## src/rtl/down_counter_pkg.sv

```systemverilog
// Shared constants for the loadable down counter: FSM state and mode encodings.
package down_counter_pkg;

    localparam logic ST_RUN  = 1'b0;
    localparam logic ST_HALT = 1'b1;

    localparam logic MODE_WRAP    = 1'b0;
    localparam logic MODE_ONESHOT = 1'b1;

endpackage

```

## src/rtl/half_subtractor.sv

```systemverilog
// One-bit half subtractor: Diff = A - B, Bout set when B exceeds A.
module half_subtractor (
    input  logic A,
    input  logic B,
    output logic Diff,
    output logic Bout
);

    assign Diff = A ^ B;
    assign Bout = ~A & B;

endmodule

```

## src/rtl/down_counter.sv

```systemverilog
// Loadable down counter with wrap and one-shot modes; the decrement comes from a
// ripple chain of half subtractors whose final borrow flags the zero crossing.
module down_counter
    import down_counter_pkg::*;
#(
    parameter int unsigned WIDTH = 3
) (
    input  logic             Clk,
    input  logic             Rst,
    input  logic             En,
    input  logic             Load,
    input  logic [WIDTH-1:0] LoadVal,
    input  logic             Mode,
    output logic [WIDTH-1:0] Count,
    output logic             Borrow,
    output logic             Done
);

    logic [WIDTH-1:0] count_q, count_d;
    logic             state_q, state_d;
    logic             done_q, done_d;
    logic [WIDTH-1:0] diff;
    logic [WIDTH-1:0] bchain;
    logic             raw_borrow;

    for (genvar i = 0; i < WIDTH; i++) begin : g_sub
        if (i == 0) begin : g_first
            half_subtractor u_hs (
                .A    (count_q[i]),
                .B    (En),
                .Diff (diff[i]),
                .Bout (bchain[i])
            );
        end else begin : g_rest
            half_subtractor u_hs (
                .A    (count_q[i]),
                .B    (bchain[i-1]),
                .Diff (diff[i]),
                .Bout (bchain[i])
            );
        end
    end

    assign raw_borrow = bchain[WIDTH-1];

    always_comb begin
        count_d = count_q;
        state_d = state_q;
        done_d  = done_q;
        if (Load) begin
            count_d = LoadVal;
            state_d = ST_RUN;
            done_d  = 1'b0;
        end else if (state_q == ST_HALT) begin
            done_d = 1'b1;
        end else if (raw_borrow && (Mode == MODE_ONESHOT)) begin
            state_d = ST_HALT;
            done_d  = 1'b1;
        end else begin
            // With En=0 the chain passes Count through unchanged; at zero it wraps to all ones.
            count_d = diff;
        end
    end

    always_ff @(posedge Clk or posedge Rst) begin
        if (Rst) begin
            count_q <= '0;
            state_q <= ST_RUN;
            done_q  <= 1'b0;
        end else begin
            count_q <= count_d;
            state_q <= state_d;
            done_q  <= done_d;
        end
    end

    assign Count  = count_q;
    assign Done   = done_q;
    assign Borrow = raw_borrow & (state_q == ST_RUN) & ~Load;

endmodule

```

## config.mk

```make
export PLATFORM = sky130hd
export DESIGN_NAME = down_counter
export DESIGN_NICKNAME = d
export VERILOG_FILES = /design/src/rtl/down_counter_pkg.sv /design/src/rtl/half_subtractor.sv /design/src/rtl/down_counter.sv
export SDC_FILE = /design/constraint.sdc
export NUM_CORES = 1
export LEC_CHECK = 0
export CORE_AREA = 2 2 39 41
export DETAILED_ROUTE_END_ITERATION = 8
export DIE_AREA = 0 0 41 43
export SYNTH_ARGS = -nofsm -noshare
export SYNTH_HDL_FRONTEND = slang
export SYNTH_SLANG_ARGS = --single-unit
```

## constraint.sdc

```tcl
create_clock -name Clk -period 2.1 [get_ports Clk]
set_clock_uncertainty 0.1 [all_clocks]
set_input_delay 0.315 -clock Clk [delete_from_list [all_inputs] [get_ports Clk]]
set_output_delay 0.315 -clock Clk [all_outputs]
set_load 0.03 [all_outputs]
```

; Word level (Yosys, flattened, before mapping)
; Cells that the tools add are included.
[op_classes]
add_sub_neg = 0
multipliers = 0
n_div = 0
magnitude_cmp = 0
n_eq_ne = 2
shifts = 0
muxes = 9
bitwise = 13
reduce_logical = 3
[op_table]
columns = operator, count
row1 = $mux W3, 3
row2 = $mux W1, 6
row3 = $and A1 B1 Y1, 5
row4 = $not A1 Y1, 5
row5 = $ne A2 B2 Y1 const B, 2
row6 = $reduce_bool A3 Y1, 1
row7 = $xor A1 B1 Y1, 3
row8 = $reduce_and A2 Y1, 1
row9 = $logic_and A1 B1 Y1, 1
[totals]
reg_bits = 5
latchBits = 0
ramBits = 0
mem_bits_ro = 0
in_bits = 8
out_inout_bits = 5
n_memories = 0

; Longest topological paths before layout
[depth]
ltp_word = 8
depth_mapped = 7
ltp_nobuf = 7

; By module
; Synthesis repeated with hierarchy kept, for this count alone.
[unflattened]
hier_cells = 26
hier_area_um2 = 281.5
[modules_own_cells]
columns = mod, n_inst, cells_per_inst, area_each_um2, seq_area_each_um2
row1 = down_counter, 1, 17, 221.5, 125.1
row2 = half_subtractor, 3, 3, 20.0, 0.0

; Least setup slack after synthesis
; No wires, ideal clock.
[synth_timing]
path_kind = register -> output
startpoint = register count_q[0], in the netlist Count[0]
endpoint = output port Borrow
arrival_time_ns = 1.628
slack_ns = 0.057
path_stages_with_launch = 6
cell_sequence = dfrtp_1 -> inv_1 -> ha_1 -> ha_1 -> ha_1 -> nor3b_1
[synth_via]
elab_chain_cells = 6
[synth_rtl]
columns = element, line
row1 = start: declaration, down_counter.sv:19  ; logic [WIDTH-1:0] count_q, count_d;
row2 = start signal: assignment, down_counter.sv:71  ; count_q <= count_d;
row3 = $not A1 Y1, half_subtractor.sv:10  ; assign Bout = ~A & B;
row4 = $and A1 B1 Y1 (3 in series), half_subtractor.sv:10
row5 = $and A1 B1 Y1 (2 in series), down_counter.sv:79  ; assign Borrow = raw_borrow & (state_q == ST_RUN) & ~Load;
row6 = end: declaration, down_counter.sv:15  ; output logic Borrow,
; Every way passes these cells.

; Final worst setup path
[layout_timing]
startpoint = input port En
endpoint = output port Borrow
[layout_via]
elab_chain_cells = 5
[layout_rtl]
columns = element, line
row1 = start: declaration, down_counter.sv:10  ; input logic En,
row2 = $and A1 B1 Y1 (3 in series), half_subtractor.sv:10
row3 = $and A1 B1 Y1 (2 in series), down_counter.sv:79
; Every way passes these cells.

==> results_dict.tcl <==
set metrics [dict create \
    yosysSeqAreaShare 0.395 \
    r2r_end "Count[2]" \
    final.fill_count 159 \
    setup_viol 0 \
    port-buffer-count 12 \
    nets 56 \
    grt_max_degree 8 \
    drt_iter0_drc 5 \
    diodes 0 \
    maxCapViolations 0 \
    cp.required_ns 1.68 \
    clock_latency_ns 0.24 \
    grt_use_total 0.0876 \
    globalRouteOverflowTotal 0 \
    fmax_ghz 0.488 \
    p_int_w 0.000250 \
    rows 14 \
    clockBufferDepth 2 \
    cts.sink_count 5 \
    start_util 0.229 \
    drt_first_pass_iters 3 \
    gp_congestion 0.697 \
    pwr-share-clk 0.296 \
    crit_chain "clkdlybuf4s50_1 > ha_1 > ha_1 > ha_1 > nor3b_2 > buf_4" \
    path_common_cell "ha_1" \
    rsz0062_at_grt "false" \
    dp_hpwl_microns 446 \
    htree_levels 1 \
    r2r_start "Count[0]" \
    pwr-share-comb 0.379 \
    critPathLaunch "En" \
    pin_count 13 \
    cts_root_buf "clkbuf_4" \
    period_needed_ns 2.05 \
    core_sq_mm 0.00138 \
    synth_top_area_frac 0.395 \
    wirelength_microns 604 \
    final_util 0.337 \
    area_growth_pct 47.4 \
    cts_resized 0 \
    slew_headroom 0.796 \
    multi_input_area_sq_um 140 \
    ant_nets 0 \
    hold_viol 0 \
    yosys_register_bits 5 \
    maxSlewViolCount 0 \
    path_clk_slew_ns 0.04 \
    ys_types 11 \
    reg2reg_depth 8 \
    min_period_over_period 0.977 \
    die_w_microns 41 \
    hold_ws_ns 0.176 \
    drive_above_1_share 0.205 \
    p_leak_nw 0.216 \
    avgRoutedWirePerCell_microns 10.1 \
    crit_path_end_kind "primary output" \
    power.density_mw_per_mm2 797 \
    drc_errors 0 \
    die_area_sq_mm 0.00176 \
    syn_area_sq_um 317 \
    ys_warn_count 0 \
    avgSynthCellArea_sq_um 10.6 \
    crit_type "in2out" \
    hp-class "in2async" \
    max_slew.worst_pin.slew_ns 0.305 \
    setup_tns_ns 0 \
    vias_per_cell 3.98 \
    status "completed" \
    fp.dieH_microns 43 \
    antenna_found_initial 0 \
    seqCellArea_sq_um 125 \
    grt_pass1_vias 233 \
    p_sw_w 0.000122 \
    worst-r2r-setup-slack_ns 0.45 \
    synth_nets 41 \
    cp-start-kind "input port" \
    cts_setup_buffers 0 \
    arrival_ns 1.64 \
    holdBufCountCts 0 \
    crit_path_top_delay_cell "clkdlybuf4s50_1" \
    yosys.area.top_type "dfrtp_1" \
    synthCells 30 \
    post_dp_cell_area_sq_um 435 \
    cts_tree "built" \
    critPathMaxFanout 2 \
    sequentialPowerShare 0.325 \
    synth_area_leaders "dfrtp_1, mux2i_1, ha_1" \
    grt_pass1_wl_microns 924 \
    numCtsBuffers 3 \
    fin_area_sq_um 467 \
    vias 239 \
    p_sw_frac 0.328 \
    crit_path_max_incr_delay_ns 0.41 \
    vdd_drop_max_uv 258 \
]
==> layout make-up <==
type | count | area share
multi-input combinational | 15 | 0.300
timing repair buffer | 14 | 0.284
sequential | 5 | 0.268
clock buffer | 4 | 0.0563
inverter | 6 | 0.0483
tap | 16 | 0.0429
==> layer usage <==
metal / GRT usage / part of all wire
met1: 0.101 / 0.42
met2: 0.109 / 0.49
met3: 0.0785 / 0.089
met4: 0.0400 / 0
met5: 0 / 0
==> power by group through the flow <==
stage	sequential (W)	combinational, W	clock, W
6_report	0.000121	0.000141	0.000110
3_5_place_dp	0.000122	0.000140	0
2_1_floorplan	0.000125	0.0000987	0
5_1_grt	0.000122	0.000154	0.000129
3_3_place_gp	0.000122	0.000140	0
4_1_cts	0.000121	0.000142	0.000118
==> cell families (layout without fill, tap and decap cells) <==
| logic type | count (synthesis) | in the layout | synth area share |
|---|---|---|---|
| buf+inv | 10 | 24 | 0.178 |
| simple gates | 4 | 4 | 0.0830 |
| fa+ha+maj | 3 | 3 | 0.119 |
| mux | 4 | 4 | 0.126 |
| compound gates | 4 | 4 | 0.0988 |
| flops | 5 | 5 | 0.395 |
==> registers in the layout, summed over array words and instances (netlist names) <==
name	count
Done	1
state_q	1
Count	3
==> cells in the final DEF, fill, tap and decap left out <==
master / count
nor2_4: 1
ha_1: 3
nor3b_2: 1
clkdlybuf4s50_1: 11
buf_4: 3
a21oi_1: 3
clkbuf_4: 3
inv_1: 6
nor2_1: 2
mux2i_1: 4
dfrtp_1: 5
clkbuf_1: 1
a21oi_4: 1
==> critical path: cells and delay by family <==
kind | cells | cell delay [ns]
fa+ha+maj | 3 | 0.59
simple gates | 1 | 0.16
buf+inv | 2 | 0.57
==> worst max-delay path by stage <==
stage / endpoint / slack (ns) / cells past startpoint
after floorplan: Borrow / 0.06 / 5
after global placement: Borrow / 0.09 / 6
after detailed placement: Count[2] / 0.1 / 8
after CTS: Borrow / 0.07 / 6
after global routing: Borrow / 0.01 / 6
final: Borrow / 0.05 / 6
==> Yosys cell counts <==
cell type / instances
a21oi_4: 1
inv_1: 6
buf_4: 3
nor2_1: 2
dfrtp_1: 5
nor3b_1: 1
a21oi_1: 3
ha_1: 3
nor2_4: 1
buf_6: 1
mux2i_1: 4
==> stage by stage <==
| step | setup slack [ns] | std cells | power (W) |
|---|---|---|---|
| final | 0.0490 | 60 | 0.000372 |
| after global routing | 0.0134 | 60 | 0.000406 |
| after CTS | 0.0665 | 60 | 0.000381 |
| after detailed placement | 0.0993 | 56 | 0.000262 |
| after global placement | 0.0913 | 56 | 0.000262 |
| after floorplan | 0.0569 | 30 | 0.000223 |
Note: power is estimated with default switching activity, not from simulation.
